File: config.mk
export PLATFORM = sky130hd
export DESIGN_NAME = game_round_ctrl
export DESIGN_NICKNAME = d
export VERILOG_FILES = /design/src/rtl/game_round_ctrl.sv
export SDC_FILE = /design/constraint.sdc
export NUM_CORES = 1
export LEC_CHECK = 0
export CORE_MARGIN = 2
export CORE_UTILIZATION = 42
export DETAILED_ROUTE_END_ITERATION = 12
export PLACE_DENSITY_LB_ADDON = 0.2
export SLEW_MARGIN = 20
export SYNTH_ARGS = -nofsm -noshare
export SYNTH_HDL_FRONTEND = slang
export SYNTH_SLANG_ARGS = --single-unit
File: constraint.sdc
create_clock -name clk -period 2.9 [get_ports clk]
set_input_delay 0.87 -clock clk [delete_from_list [all_inputs] [get_ports clk]]
set_output_delay 0.87 -clock clk [all_outputs]
set_load 0.01 [all_outputs]
File: src/rtl/game_round_ctrl.sv
// game_round_ctrl: round sequencer for the multimode counter game.
// Steps the game counter by +1/+2/-1/-2 according to mode, scores a win on
// every landing at all-ones and a loss on every landing at zero, and holds a
// game-over result for HOLD_CYCLES cycles once either score saturates, then
// restarts the round on its own.
// Optional build macro GAME_PAUSE_EN adds a 'pause' input that freezes the
// round while running (ignored during the game-over hold).
// who encoding: 0 = none, 1 = loser side won, 2 = winner side won.
module game_round_ctrl #(
  parameter int WIDTH       = 4,
  parameter int SCORE_W     = 4,
  parameter int HOLD_CYCLES = 4
) (
  input  logic               clk,
  input  logic               rst_n,
`ifdef GAME_PAUSE_EN
  input  logic               pause,
`endif
  input  logic [1:0]         mode,
  input  logic               init,
  input  logic [WIDTH-1:0]   init_value,
  output logic [WIDTH-1:0]   count,
  output logic [SCORE_W-1:0] winner_cnt,
  output logic [SCORE_W-1:0] loser_cnt,
  output logic               winner_pulse,
  output logic               loser_pulse,
  output logic               gameover,
  output logic [1:0]         who
);

  localparam logic STATE_RUN  = 1'b0;
  localparam logic STATE_OVER = 1'b1;

  localparam logic [WIDTH-1:0]   CNT_ONES  = {WIDTH{1'b1}};
  localparam logic [WIDTH-1:0]   CNT_ZERO  = {WIDTH{1'b0}};
  localparam logic [WIDTH-1:0]   STEP_ONE  = {{(WIDTH-1){1'b0}}, 1'b1};
  localparam logic [WIDTH-1:0]   STEP_TWO  = {{(WIDTH-2){1'b0}}, 2'b10};
  localparam logic [SCORE_W-1:0] SCORE_MAX = {SCORE_W{1'b1}};
  localparam logic [SCORE_W-1:0] SCORE_ONE = {{(SCORE_W-1){1'b0}}, 1'b1};
  localparam logic [SCORE_W-1:0] SCORE_ZERO = {SCORE_W{1'b0}};
  // Hold timer is 8 bits wide because HOLD_CYCLES is limited to 1..255.
  localparam logic [7:0]         HOLD_LAST = 8'(HOLD_CYCLES - 32'sd1);

  localparam logic [1:0] WHO_NONE   = 2'd0;
  localparam logic [1:0] WHO_LOSER  = 2'd1;
  localparam logic [1:0] WHO_WINNER = 2'd2;

  // Modular step of the game counter; wrap-around is intentional and silent.
  function automatic logic [WIDTH-1:0] step_count(input logic [WIDTH-1:0] cur,
                                                  input logic [1:0]       sel);
    logic [WIDTH-1:0] nxt;
    case (sel)
      2'b00:   nxt = cur + STEP_ONE;
      2'b01:   nxt = cur + STEP_TWO;
      2'b10:   nxt = cur - STEP_ONE;
      2'b11:   nxt = cur - STEP_TWO;
      default: nxt = cur;
    endcase
    return nxt;
  endfunction

  logic                 state_q, state_d;
  logic [WIDTH-1:0]     count_q, count_d;
  logic [SCORE_W-1:0]   win_q, win_d;
  logic [SCORE_W-1:0]   lose_q, lose_d;
  logic                 wp_q, wp_d;
  logic                 lp_q, lp_d;
  logic                 go_q, go_d;
  logic [1:0]           who_q, who_d;
  logic [7:0]           hold_q, hold_d;
  logic [WIDTH-1:0]     next_s;
  logic                 pause_s;

`ifdef GAME_PAUSE_EN
  assign pause_s = pause;
`else
  assign pause_s = 1'b0;
`endif

  assign next_s = step_count(count_q, mode);

  // Next-state logic: run/score while in RUN, count out the hold in OVER.
  always_comb begin
    state_d = state_q;
    count_d = count_q;
    win_d   = win_q;
    lose_d  = lose_q;
    wp_d    = 1'b0;
    lp_d    = 1'b0;
    go_d    = go_q;
    who_d   = who_q;
    hold_d  = hold_q;
    case (state_q)
      STATE_RUN: begin
        if (pause_s) begin
          // Frozen round: everything holds, pulses stay low.
          count_d = count_q;
        end else if (init) begin
          // A load never scores, even when it lands on all-ones or zero.
          count_d = init_value;
        end else begin
          count_d = next_s;
          if (next_s == CNT_ONES) begin
            wp_d  = 1'b1;
            win_d = win_q + SCORE_ONE;
            if (win_d == SCORE_MAX) begin
              go_d    = 1'b1;
              who_d   = WHO_WINNER;
              hold_d  = 8'd0;
              state_d = STATE_OVER;
            end else begin
              state_d = STATE_RUN;
            end
          end else if (next_s == CNT_ZERO) begin
            lp_d   = 1'b1;
            lose_d = lose_q + SCORE_ONE;
            if (lose_d == SCORE_MAX) begin
              go_d    = 1'b1;
              who_d   = WHO_LOSER;
              hold_d  = 8'd0;
              state_d = STATE_OVER;
            end else begin
              state_d = STATE_RUN;
            end
          end else begin
            wp_d = 1'b0;
            lp_d = 1'b0;
          end
        end
      end
      STATE_OVER: begin
        // Inputs are ignored here; only the hold timer advances.
        if (hold_q == HOLD_LAST) begin
          count_d = CNT_ZERO;
          win_d   = SCORE_ZERO;
          lose_d  = SCORE_ZERO;
          go_d    = 1'b0;
          who_d   = WHO_NONE;
          hold_d  = 8'd0;
          state_d = STATE_RUN;
        end else begin
          hold_d = hold_q + 8'd1;
        end
      end
      default: begin
        // Unreachable encoding: fall back to a clean, idle round.
        count_d = CNT_ZERO;
        win_d   = SCORE_ZERO;
        lose_d  = SCORE_ZERO;
        go_d    = 1'b0;
        who_d   = WHO_NONE;
        hold_d  = 8'd0;
        state_d = STATE_RUN;
      end
    endcase
  end

  // State and output registers with asynchronous active-low reset.
  always_ff @(posedge clk or negedge rst_n) begin
    if (!rst_n) begin
      state_q <= STATE_RUN;
      count_q <= CNT_ZERO;
      win_q   <= SCORE_ZERO;
      lose_q  <= SCORE_ZERO;
      wp_q    <= 1'b0;
      lp_q    <= 1'b0;
      go_q    <= 1'b0;
      who_q   <= WHO_NONE;
      hold_q  <= 8'd0;
    end else begin
      state_q <= state_d;
      count_q <= count_d;
      win_q   <= win_d;
      lose_q  <= lose_d;
      wp_q    <= wp_d;
      lp_q    <= lp_d;
      go_q    <= go_d;
      who_q   <= who_d;
      hold_q  <= hold_d;
    end
  end

  assign count        = count_q;
  assign winner_cnt   = win_q;
  assign loser_cnt    = lose_q;
  assign winner_pulse = wp_q;
  assign loser_pulse  = lp_q;
  assign gameover     = go_q;
  assign who          = who_q;

endmodule

* Yosys cells after proc, flatten, opt, wreduce, memory -nomap -nowiden
Index checks and enable logic that the tools add are counted.
** Cells by class
- Order comparisons :: 0
- Shift-type cells :: 0
- Reduce and logical (&&, ||, !) cells :: 6
- $add $sub $neg :: 7
- Bitwise logic cells :: 1
- Equal/unequal tests :: 15
- Multiply operators :: 0
- Div/mod/pow operators :: 0
- Mux-type cells :: 46
** Operators with widths (number)
- $mux W8 :: 6
- $mux W4 :: 7
- $pmux W4 S2 :: 3
- $mux W1 :: 19
- $pmux W4 S4 :: 1
- $pmux W8 S2 :: 1
- $add A4 B1 Y4 const B :: 3
- $eq A4 B4 Y1 const B :: 3
- $mux W2 :: 6
- $ne A3 B3 Y1 const B :: 3
- $add A8 B1 Y8 const B :: 1
- $eq A8 B2 Y1 const B :: 1
- $ne A2 B2 Y1 const B :: 4
- $reduce_and A4 Y1 :: 2
- $reduce_and A5 Y1 :: 1
- $add A4 B2 Y4 const B :: 1
- $eq A2 B2 Y1 const B :: 2
- $logic_not A4 Y1 :: 1
- $pmux W1 S2 :: 2
- $pmux W2 S2 :: 1
- $sub A4 B1 Y4 const B :: 1
- $sub A4 B2 Y4 const B :: 1
- $reduce_and A3 Y1 :: 1
- $eq A2 B1 Y1 const B :: 1
- other kinds (3) :: 3
** Storage, ports and cells
- Bits in registers :: 26
- Input bits :: 9
- Memories kept :: 0
- Output and inout port bits :: 17
- Latch bits :: 0
- RAM bits :: 0
- Bits in read-only memories :: 0
- Logic and storage cells :: 84

* Logic depth before layout (Yosys ltp)
Gate-level depths: netlist of run 1.
- Word-level depth :: 7
- Depth in mapped cells :: 10
- Mapped depth without buffers :: 8

* Worst setup path after synthesis of run 1
Ideal clock, no wire load.
- Path kind :: input -> register
- Start :: in mode[0]
- End :: reg who_q[1] (netlist: who[1])
- Path slack :: -397 ps
- Data arrival time :: 3177 ps
- Cell stages on the path :: 9
- Library setup time :: 120 ps
- Data required time :: 2780 ps
- Path buffers :: 1
- Path through :: clkbuf_1 > nor2b_1 > xnor2_1 > ha_1 > nor3b_1 > a2111oi_2 > a31oi_2 > or4_4 > a31o_1
** Between the ends
- Cells in the longest elaborated chain, start to end :: 6
- Elaborated cells between the ends (all ways) :: 14
- Those cells by class :: eq/ne: 7; mux: 4; reduce/logical: 3
** RTL lines
- start: declaration :: line 19 : input logic [1:0] mode,
- $eq A2 B2 Y1, or another cell as far along :: line 52 : case (sel)
- $pmux W4 S4 * :: line 52
- $eq A4 B4 Y1 :: line 103 : if (next_s == CNT_ONES) begin
- $mux W2 :: line 103
- $mux W2 :: line 98 : end else if (init) begin
- $pmux W2 S2 :: line 93 : case (state_q)
- end signal: assignment :: line 178 : who_q <= who_d;
- end: declaration :: line 69 : logic [1:0] who_q, who_d;
Mark *: on every way between the ends. The rest lies on a longest branch, timed or not. The select of a mux whose other input is x is not followed.
A chain may end at the register's enable or synchronous reset.

* Worst setup path in the final report of run 1
- Start :: in mode[1]
- End :: reg who_q[1] (netlist: who[1])
Same word-level chain as after synthesis.

==> results of run 1 <==
==> layout make-up <==
class                      instances  area share
clock buffer                       3      0.0180
inverter                          13      0.0213
multi-input combinational        128       0.482
sequential                        26       0.284
tap                               50      0.0273
timing repair buffer              44       0.167
==> path summary, 6_finish.rpt <==
path	depth (start not counted)	endpoint	from
max in group asynchronous	2	count[0]	rst_n
min	1	hold_q[0]	hold_q[0]
min reg2reg	1	hold_q[0]	hold_q[0]
min in group asynchronous	2	winner_cnt[0]	rst_n
max	9	who[1]	mode[1]
max reg2reg	8	who[1]	count[1]
==> cell usage after synthesis (2+ instances only) <==
library cell / n / area (um^2)
a21bo_2: 3 / 30.0
a21oi_1: 5 / 25.0
and3_1: 2 / 12.5
and4b_1: 2 / 20.0
buf_2: 3 / 15.0
clkbuf_1: 7 / 26.3
dfrtp_1: 26 / 651
ha_1: 6 / 75.1
inv_1: 13 / 48.8
mux2i_1: 7 / 70.1
nand2_1: 18 / 67.6
nand2b_1: 9 / 56.3
nand3_1: 6 / 30.0
nand3b_1: 2 / 15.0
nor2_1: 7 / 26.3
nor2b_1: 2 / 12.5
nor4_1: 3 / 18.8
nor4_2: 2 / 25.0
nor4b_1: 2 / 17.5
o21ai_0: 5 / 25.0
o22ai_1: 4 / 25.0
o311ai_0: 2 / 17.5
o31a_1: 2 / 17.5
o32ai_1: 4 / 35.0
o41ai_1: 5 / 43.8
or3_1: 3 / 18.8
xnor2_1: 7 / 61.3
xor2_1: 4 / 35.0
==> state kept, by name (all words and copies together), names as in the netlist <==
| name | cells |
|---|---|
| count | 4 |
| gameover | 1 |
| hold_q | 8 |
| loser_cnt | 4 |
| loser_pulse | 1 |
| state_q | 1 |
| who | 2 |
| winner_cnt | 4 |
| winner_pulse | 1 |
==> layout by cell type (no fill, tap or decap), types with 2 or more instances in the layout <==
cell             netlist  routed
clkdlybuf4s50_1        0      23
nand3b_1               2       2
o21ai_1                0       2
dfrtp_1               26      26
or3_4                  0       2
nor4_4                 1       2
a21oi_1                5       5
xnor2_1                7       5
inv_1                 13      13
mux2i_1                7       7
nor4_2                 2       3
a21bo_2                3       3
o22ai_1                4       4
nand3_1                6       6
clkbuf_8               0       3
o32ai_1                4       4
buf_4                  0      19
nand2_1               18      18
nor2_1                 7       7
ha_1                   6       5
nand2b_1               9       9
and4b_1                2       2
o311ai_0               2       2
xor2_1                 4       4
xnor2_2                0       2
o31a_1                 2       2
o21ai_0                5       3
clkbuf_2               0       2
and3_1                 2       2
o41ai_1                5       5
==> repair_timing <==
item	in CTS	in global routing
endpoints found under the setup margin	22	17
resized for setup	7	16
cloned	0	0
buffers inserted	2	3
pin swaps	7	6
==> power breakdown <==
group | total (uW) | internal (uW) | switching, uW | leakage (uW)
clock | 205 | 93.3 | 112 | 0.0000216
sequential | 734 | 511 | 223 | 0.000321
combinational | 1330 | 712 | 616 | 0.000636
total | 2270 | 1320 | 951 | 0.000978
==> worst max-delay path: stages <==
cell and delay (ps):
clkbuf_2 100, nor2b_4 130, xnor2_2 140, ha_4 190, nor3b_4 160, a2111oi_4 420
a31oi_4 160, or4_4 570, a31o_1 230
==> cell families (layout without fill, tap and decap cells) <==
family,after synthesis,after routing,share of synthesized area
simple gates,63,63,0.220
flops,26,26,0.381
buf+inv,24,60,0.0550
compound gates,40,40,0.191
fa+ha+maj,7,7,0.0557
xor+xnor,11,11,0.0565
mux,7,7,0.0411
==> stage by stage <==
step / worst slack [ps] / power (uW) / hold WS, ps / setup TNS (ps) / utilization
floorplan: -11.3 / 1440 / 471 / -17.2 / -
global placement: -571 / 1850 / 492 / -10830 / 0.540
global route: 42.1 / 2460 / 542 / 0 / 0.580
CTS: 5.38 / 2180 / 521 / 0 / 0.563
finish: 101 / 2270 / 517 / 0 / 0.580
detailed placement: -690 / 1900 / 508 / -12500 / 0.540
==> per-layer routing <==
metal / up-vias / share of wire
met4: 0 / 0.013
li1: 720 / -
met5: - / 0
met1: 721 / 0.43
met3: 5 / 0.028
met2: 22 / 0.53
==> flow_metrics.env, run 1 <==
export IMPL_finalCriticalPeriod_ps=2800
export IMPL_ys_seq_area_frac=0.381
export IMPL_fmax_mhz=357
export IMPL_vias=1468
export IMPL_slew_violations=0
export IMPL_seqCellArea_um2=651
export IMPL_worstSetupEndpointType="flop"
export IMPL_rsz0062_at_grt="no"
export IMPL_drt_iter0_markers=79
export IMPL_min_path_type="flop to flop"
export IMPL_synth_edf_count=0
export IMPL_yosysUniqueCellTypes=45
export IMPL_grtUsageMet2=0.354
export IMPL_cp_start_kind="primary input"
export IMPL_path_clk_slew_ps=90
export IMPL_syn_inst=178
export IMPL_r2r_slack_ps=430
export IMPL_dieArea_um2=4590
export IMPL_finalNonFillerCells=264
export IMPL_period_share=0.965
export IMPL_gp_congestion=0.863
export IMPL_htreeDepth=1
export IMPL_start_util=0.433
export IMPL_first_pass_iters=4
export IMPL_grt_pass1_wl_mm=6.82
export IMPL_nNetsFinal=232
export IMPL_ys_flop_type="dfrtp_1"
export IMPL_cp_arrival_ps=2970
export IMPL_root_buffer="clkbuf_8"
export IMPL_clock_path_buffers=2
export IMPL_routed_wl_mm=4.01
export IMPL_viasPerCell=5.56
export IMPL_ant_nets=0
export IMPL_setup_violations=0
export IMPL_pin_count=26
export IMPL_clock_latency_ps=270
export IMPL_die_y_um=67.7
export IMPL_global_route_usage_met3=0.0233
export IMPL_num_rows=23
export IMPL_antenna_found_initial=0
export IMPL_cts_buffers=3
export IMPL_skew_ps=4.62
export IMPL_clkSinkCount=26
export IMPL_syn_cell_area_um2=1710
export IMPL_postSynthAreaPerCell_um2=9.59
export IMPL_path_class="primary input to flop"
export IMPL_track_usage=0.196
export IMPL_ys_ff_latch=26
export IMPL_grt_busiest_layer="met2"
export IMPL_vdd_drop_max_uv=385
export IMPL_hpwl_mm=2.84
export IMPL_area_growth_syn_to_layout_pct=34.1
export IMPL_path_max_fanout=4
export IMPL_fp_dieW_um=67.7
export IMPL_wl_per_cell_um=15.2
export IMPL_drive_above_1_share=0.234
export IMPL_status="complete, no violations"
export IMPL_drc=0
export IMPL_antenna_cells=0
export IMPL_syn_num_nets=194
export IMPL_grt_pass1_vias=1510
export IMPL_drv_cap=0
export IMPL_multi_input_area_um2=1100
export IMPL_worstMarginPinSlew_ps=739
export IMPL_leakage_uw=0.000978
export IMPL_coreArea_um2=3940
export IMPL_async_flop_share=1.00
export IMPL_globalRoute_totalOverflow=0
export IMPL_dp_cells=257
export IMPL_grt_max_degree=28
export IMPL_n_fill_cell=334
export IMPL_fin_area_um2=2290
export IMPL_yosysWarnings=0
export IMPL_maxSlewHeadroom=0.507
export IMPL_met1_usage=0.239
export IMPL_hold_buffers=0
export IMPL_hold_violations=0
export IMPL_powerDensity_nw_per_um2=991
export IMPL_io_buffers=25
export IMPL_required_ps=3070
export IMPL_cts_tree="done"
export IMPL_place_area_um2=2130
Power figures use the tool's default switching activity.
==> run 2, diff against run 1 <==
- CORE_MARGIN: 2 -> not set
- clock period: 2.9 -> 3.56 ns (I/O delays scaled with it)
==> flow_metrics.env, run 2 (same netlist as run 1, synthesis figures left out) <==
export IMPL_n_fill_cell=321
export IMPL_finalNonFillerCells=259
export IMPL_final_common_cell="dfrtp_1"
export IMPL_required_ps=3730
export IMPL_cp_slowest_cell="or4_4"
export IMPL_die_y_um=65.7
export IMPL_post_route_util=0.585
export IMPL_fmax_mhz=292
export IMPL_final_cell_mix="dfrtp_1 (26), clkdlybuf4s50_1 (25), nand2_1 (18), buf_4 (16), inv_1 (13)"
export IMPL_antenna_cells=0
export IMPL_coreArea_um2=3770
export IMPL_vdd_drop_max_uv=361
export IMPL_dp_cells=256
export IMPL_grt_pass1_vias=1510
export IMPL_hold_start="who[1]"
export IMPL_path_clk_slew_ps=90
export IMPL_drv_cap=0
export IMPL_drc=0
export IMPL_period_share=0.961
export IMPL_grt_max_degree=28
export IMPL_setup_violations=0
export IMPL_r2r_start="count[1]"
export IMPL_finalCriticalPeriod_ps=3420
export IMPL_path_cells="clkdlybuf4s50_1 -> nor2b_1 -> xnor2_1 -> ha_2 -> nor3b_2 -> a2111oi_4 -> a31oi_4 -> or4_4 -> a31o_1"
export IMPL_vias=1437
export IMPL_place_area_um2=2090
export IMPL_cp_start_kind="primary input"
export IMPL_cpPeakStageDelay_ps=570
export IMPL_hold_buffers=0
export IMPL_cts_buffers=3
export IMPL_multi_input_area_um2=1030
export IMPL_fin_area_um2=2200
export IMPL_top_register="hold_q"
export IMPL_viasPerCell=5.55
export IMPL_start_util=0.453
export IMPL_io_buffers=25
export IMPL_leakage_uw=0.000942
export IMPL_skew_ps=2.49
export IMPL_num_rows=22
export IMPL_clock_path_buffers=2
export IMPL_crit_start="mode[1]"
export IMPL_path_max_fanout=4
export IMPL_worstMarginPinSlew_ps=745
export IMPL_root_buffer="clkbuf_8"
export IMPL_dieArea_um2=4320
export IMPL_nNetsFinal=229
export IMPL_htreeDepth=1
export IMPL_grt_pass1_wl_mm=6.75
export IMPL_drt_iter0_markers=61
export IMPL_pin_count=26
export IMPL_powerDensity_nw_per_um2=789
export IMPL_cts_tree="done"
export IMPL_min_path_type="flop to flop"
export IMPL_status="complete, no violations"
export IMPL_gp_congestion=0.776
export IMPL_crit_family="simple AND/OR/NAND/NOR gates"
export IMPL_maxSlewHeadroom=0.503
export IMPL_clock_latency_ps=270
export IMPL_hold_violations=0
export IMPL_area_growth_syn_to_layout_pct=29.2
export IMPL_routed_wl_mm=3.88
export IMPL_seqCellArea_um2=651
export IMPL_ant_nets=0
export IMPL_path_buf_inv=1
export IMPL_track_usage=0.204
export IMPL_path_class="primary input to flop"
export IMPL_globalRoute_totalOverflow=0
export IMPL_rsz0062_at_grt="no"
export IMPL_fp_dieW_um=65.7
export IMPL_drive_above_1_share=0.180
export IMPL_first_pass_iters=4
export IMPL_clkSinkCount=26
export IMPL_wl_per_cell_um=15.0
export IMPL_largest_reg_flops=8
export IMPL_hpwl_mm=2.77
export IMPL_slew_violations=0
export IMPL_antenna_found_initial=0
export IMPL_worstSetupEndpointType="flop"
export IMPL_cp_arrival_ps=3590
run 2: changes by cell type in the layout (fill, tap and decap cells not counted), moves of 2 or more:
cell / change
buf_4: -3
clkbuf_2: -2
clkdlybuf4s50_1: +2
nor2b_1: +2
nor4_1: +2
nor4_2: -2
o21ai_0: +2
o21ai_1: -2
run 2: timing repair:
| action | CTS | global route |
|---|---|---|
| setup buffers | 0 | 0 |
| gates resized for setup | 1 | 9 |
| endpoints found under the hold margin | 0 | 0 |
| setup endpoints to repair | 6 | 17 |
| pin swaps | 1 | 2 |
run 2: worst register-to-register path, stage by stage (launching register included):
cell and delay [ps]:
dfrtp_1 580, inv_1 150, xnor2_1 170, ha_2 210
nor3b_2 180, a2111oi_4 450, a31oi_4 160, or4_4 570
a31o_1 230
run 2: layout make-up:
class,count,share of cell area
clock buffers,3,0.0187
multi-input cells,128,0.469
repair buffers,41,0.168
flip-flops and latches,26,0.295
well taps,48,0.0272
inverters,13,0.0221
run 2: metrics by stage:
step                      hold slack [ps]  setup WS (ps)  total power (uW)  TNS (ps)
after floorplan                       471           65.4              1130         0
after global placement                490           -179              1460     -1800
after detailed placement              499           -363              1510     -4090
after CTS                             514           10.1              1690         0
after global routing                  530           6.56              1890         0
final                                 512            140              1740         0
run 2: where the power goes:
part	internal, uW	switching, uW
combinational	516	426
clock	75.8	93.0
sequential	415	213
run 2: routing by layer:
| layer | vias up | routed length, um | GRT usage |
|---|---|---|---|
| met5 | - | 0 | 0 |
| met4 | 0 | 38 | 0.0571 |
| met3 | 4 | 100 | 0.0260 |
| met2 | 20 | 2050 | 0.375 |
| met1 | 696 | 1690 | 0.244 |
| li1 | 717 | - | - |
run 2: path summary, 6_finish.rpt:
kind / slack [ps] / end / cells after the start
hold / removal: 510 / who[1] / 1
max in group asynchronous: 2140 / hold_q[5] / 2
min in group asynchronous: 1160 / hold_q[3] / 2
hold reg to reg: 510 / who[1] / 1
setup reg to reg: 770 / who[1] / 8
setup / recovery: 140 / who[1] / 9
==> run 3, diff against run 2 <==
- CELL_PAD_IN_SITES_DETAIL_PLACEMENT: not set -> 0
- CELL_PAD_IN_SITES_GLOBAL_PLACEMENT: not set -> 1
==> flow_metrics.env, run 3 (same netlist as run 1, synthesis figures left out) <==
export IMPL_status="complete, no violations"
export IMPL_worstSetupEndpointType="flop"
export IMPL_hpwl_mm=2.70
export IMPL_io_buffers=25
export IMPL_antenna_found_initial=0
export IMPL_path_class="primary input to flop"
export IMPL_fp_dieW_um=65.7
export IMPL_viasPerCell=5.47
export IMPL_finalCriticalPeriod_ps=3470
export IMPL_skew_ps=8.44
export IMPL_drc=0
export IMPL_drv_cap=0
export IMPL_fmax_mhz=288
export IMPL_clock_path_buffers=2
export IMPL_path_clk_slew_ps=90
export IMPL_track_usage=0.197
export IMPL_coreArea_um2=3770
export IMPL_area_growth_syn_to_layout_pct=31.2
export IMPL_power_uw=1770
export IMPL_largest_reg_flops=8
export IMPL_routed_wl_mm=3.83
export IMPL_dieArea_um2=4320
export IMPL_maxSlewHeadroom=0.525
export IMPL_hold_violations=0
export IMPL_final_cell_mix="dfrtp_1 (26), clkdlybuf4s50_1 (25), nand2_1 (18), buf_4 (18), inv_1 (13)"
export IMPL_period_share=0.975
export IMPL_grt_max_degree=28
export IMPL_place_area_um2=2090
export IMPL_n_fill_cell=321
export IMPL_path_max_fanout=12
export IMPL_htreeDepth=1
export IMPL_r2r_cells=8
export IMPL_dp_cells=256
export IMPL_powerDensity_nw_per_um2=791
export IMPL_drt_iter0_markers=62
export IMPL_ant_nets=0
export IMPL_vdd_drop_max_uv=409
export IMPL_hold_buffers=0
export IMPL_finalNonFillerCells=262
export IMPL_worstMarginPinSlew_ps=713
export IMPL_wl_per_cell_um=14.6
export IMPL_fin_area_um2=2240
export IMPL_cts_buffers=3
export IMPL_nNetsFinal=232
export IMPL_leakage_uw=0.000958
export IMPL_pin_count=26
export IMPL_gp_congestion=0.773
export IMPL_die_y_um=65.7
export IMPL_clkSinkCount=26
export IMPL_top_register="hold_q"
export IMPL_holdWs_ps=510
export IMPL_grt_pass1_wl_mm=6.64
export IMPL_min_path_type="flop to flop"
export IMPL_grt_pass1_vias=1467
export IMPL_start_util=0.453
export IMPL_cp_start_kind="primary input"
export IMPL_num_rows=22
export IMPL_antenna_cells=0
export IMPL_vias=1434
export IMPL_final_common_cell="dfrtp_1"
export IMPL_required_ps=3730
export IMPL_setup_violations=0
export IMPL_cp_arrival_ps=3640
export IMPL_first_pass_iters=4
export IMPL_globalRoute_totalOverflow=0
export IMPL_cts_tree="done"
export IMPL_clock_latency_ps=270
export IMPL_root_buffer="clkbuf_8"
export IMPL_hold_path_depth=1
export IMPL_slew_violations=0
export IMPL_drive_above_1_share=0.196
export IMPL_r2r_slack_ps=800
[run 3: per-stage QoR]
stage | setup TNS (ps) | util | setup slack (ps)
6_report | 0 | 0.594 | 90.5
4_1_cts | 0 | 0.573 | 0.495
2_1_floorplan | 0 | - | 65.4
3_3_place_gp | -3640 | 0.555 | -279
5_1_grt | -2.74 | 0.594 | -2.74
3_5_place_dp | -4850 | 0.555 | -359
[run 3: path summary, 6_finish.rpt]
| check | startpoint | to |
|---|---|---|
| worst max-delay path | mode[0] | who[1] |
| worst min-delay path | hold_q[0] | hold_q[0] |
| worst max register to register | count[1] | who[1] |
| worst min register to register | hold_q[0] | hold_q[0] |
| max in group asynchronous | rst_n | hold_q[3] |
| min in group asynchronous | rst_n | hold_q[7] |
[run 3: per-layer routing]
layer	track usage	share of wire	vias up
met2	0.361	0.52	18
met3	0.0347	0.021	2
li1	-	-	721
met5	0	0	-
met1	0.234	0.46	693
met4	0.0462	0.0044	0
[run 3: repair_timing]
action	CTS	global route
resized for setup	2	10
buffers inserted	1	2
setup endpoints to repair	7	21
pin swaps	2	4
[run 3: power by group]
part           internal [uW]  switching, uW  leakage, uW
Sequential               416            208     0.000321
Clock                   75.8           90.3    0.0000216
Combinational            549            434     0.000616
Total                   1040            732     0.000958
[run 3: worst max-delay path, stage by stage]
cell and delay [ps]:
clkdlybuf4s50_1 500, buf_6 150, nand2_1 70, fa_1 400, a21bo_2 250, o32ai_4 160
xnor2_2 130, buf_4 160, or4_4 510, a31o_1 230
[run 3: area by class of cell]
type,count,area [um^2],share of cell area
Multi-Input combinational cell,128,1040,0.465
Sequential cell,26,651,0.291
Timing Repair Buffer,44,397,0.177
Tap cell,48,60.1,0.0268
Inverter,13,48.8,0.0218
Clock buffer,3,41.3,0.0184
==> variant: new RTL, config.mk and constraints of run 1 <==
Take the reset off `hold_q` and load it in a clocked block of its own.
--- a/src/rtl/game_round_ctrl.sv
+++ b/src/rtl/game_round_ctrl.sv
@@ -167,5 +167,4 @@
       go_q    <= 1'b0;
       who_q   <= WHO_NONE;
-      hold_q  <= 8'd0;
     end else begin
       state_q <= state_d;
@@ -177,6 +176,9 @@
       go_q    <= go_d;
       who_q   <= who_d;
-      hold_q  <= hold_d;
     end
+  end
+
+  always_ff @(posedge clk) begin
+    hold_q <= hold_d;
   end
 
Check against the original RTL: same outputs for any inputs over 10 cycles, from zero or initial values and one cycle with rst_n low; that may be too few to reach the edited logic, so the function may still have changed.
==> variant against run 1 <==
  * Sequential cell count unchanged
  * Synthesized cell count down 6.2%
  * Setup slack better by 86 ps
  * Die area down 4.7%
  * Design area down 2.2%
  * Wire length down 5.4%
  * Utilization up 2.6 points
  * Non-clock buffer count up 1
  * Global-route usage about the same
  * Synthesized area down 5.0%
Power is not compared: it rests on default switching activity, and its combinational part moved more than twofold at a synthesized area within 25%.
==> variant: results (changes against run 1) <==
| Metric | Value |
|---|---|
| Outcome | `completed` |
| Asr flop ratio synth | `0.692 (-0.308)` |
| Clk root buf | `clkbuf_8` |
| Synth Area in Compound Gates | `0.117 (-0.0733)` |
| Area contributors post-synth | `dfrtp_1, edfxtp_1, mux2i_1` |
| Initial antenna violation count | `0 (unchanged)` |
| Worst-path clk slew | `90 ps (about the same)` |
| Max FFs per register | `8 (unchanged)` |
| Global-route wire length before repair | `6.62 mm (-2.9%)` |
| Synth cell count leaders | `dfrtp_1, nand2_1, inv_1, nand3_1, mux2i_1` |
| P_leak | `0.954 nW` |
| Post-DP HPWL | `2.80 mm (-1.6%)` |
| XOR/XNOR Fraction of Synth Area | `0.0540 (-0.00244)` |
| Number of flops mapped to enable cells by yosys | `8 (+8)` |
| Via count | `1401 (-4.6%)` |
| Number of vias per cell | `5.41 (-2.7%)` |
| GRT Overall Usage | `0.196 (+0.000444)` |
| Number of global-route vias before repair | `1469 (-2.7%)` |
| Pre-CTS setup slack | `-522 ps (+168 ps)` |
| WL final | `3.79 mm (-5.4%)` |
| Clock Path Buffers | `2 (unchanged)` |
| Largest net degree at the start of global routing | `19 (-32%)` |
| Fmax | `369 MHz (+3.2%)` |
| Cell Area, Placed | `2110 um^2 (-1.1%)` |
| Max_slew headroom | `0.632 (+0.125)` |
| Layout cell share with drive strength beyond 1 | `0.227 (-0.00616)` |
| CP max-delay cell | `fa_2` |
| Clock latency on the worst-skew pair | `270 ps (about the same)` |
| Gpl congestion | `0.868 (+0.49%)` |
| Largest reg by FF count | `hold_q` |
| DRT Pass-1 Iters | `4 (unchanged)` |
| H-tree lvl count | `1 (unchanged)` |
| RR Startpoint | `count[2]` |
| Worst vdd ir | `0.000427 V` |
| Reg-to-reg slack, setup | `330 ps (-100 ps)` |
| Worst hold-check path type | `reg -> reg` |
| Adder-cell share of the synthesized area | `0.0586 (+0.00292)` |
| Starting DRT DRC Count | `81 (+2.5%)` |
| Post-synthesis mux area share | `0.0679 (+0.0268)` |
| Post-synthesis sequential area ratio | `0.426 (+0.0447)` |
| DP Cell Count | `255 (-0.78%)` |
| Synth warn | `0 (unchanged)` |
| Syn nets | `183 (-5.7%)` |
| Antenna Cells | `0 (unchanged)` |
| Worst EP arrival | `2860 ps (-110 ps)` |
| Skew final | `2.08 ps (-2.55 ps)` |
| IO buf count | `25 (unchanged)` |
| Post-synth cell types | `41 (-8.9%)` |
| Worst setup path endpoint | `who[0]` |
| Setup crit start | `mode[1]` |
| Slowest stage delay, CP | `440 ps (-130 ps)` |
| # nets final | `228 (-1.7%)` |
| Syn Inst Count | `167 (-6.2%)` |
[variant: how the worst min path moves through the flow]
stage,start,end,depth (start not counted)
floorplan,state_q,count[0],1
global placement,gameover,gameover,2
finish,gameover,gameover,2
detailed placement,gameover,gameover,2
CTS,gameover,gameover,2
global route,who[1],who[1],2
[variant: routing by layer]
metal	part of all wire	up-vias	global-route usage	routed length, um
li1	-	686	-	-
met1	0.47	679	0.257	1790
met3	0.032	6	0.0307	123
met2	0.48	30	0.325	1820
met4	0.013	0	0.0740	48
met5	0	-	0	0
[variant: kinds of logic after synthesis]
family,after synthesis
simple gates,68
fa+ha+maj,7
mux,11
compound gates,28
flops,26
xor+xnor,10
buf+inv,17
[variant: report_power, final]
| group | internal, W | switching, W |
|---|---|---|
| Combinational | 0.000254 | 0.000210 |
| Clock | 0.000185 | 0.000117 |
| Sequential | 0.000422 | 0.0000729 |
[variant: repair_timing]
action | 4_1_cts | 5_1_grt
resized for setup | 10 | 13
pin swaps | 7 | 10
endpoints found under the setup margin | 21 | 10
buffers inserted | 0 | 0
[variant: worst max-delay path: cells and delay by family]
family / cells / cell delay, ps
simple gates: 3 / 590
buf+inv: 4 / 540
compound gates: 2 / 420
fa+ha+maj: 1 / 440
[variant: stage by stage]
| step | power (W) | hold WS, ps |
|---|---|---|
| 2_1_floorplan | 0.000725 | 526 |
| 6_report | 0.00126 | 523 |
| 4_1_cts | 0.00125 | 532 |
| 3_5_place_dp | 0.000936 | 497 |
| 3_3_place_gp | 0.000920 | 485 |
| 5_1_grt | 0.00134 | 576 |
[variant: layout make-up]
type,instances,area [um^2]
fill,340,1450
multi-input combinational,124,977
sequential,26,691
timing repair buffer,45,394
tap,48,60.1
inverter,12,45.0
clock buffer,3,41.3
clock inverter,1,30.0
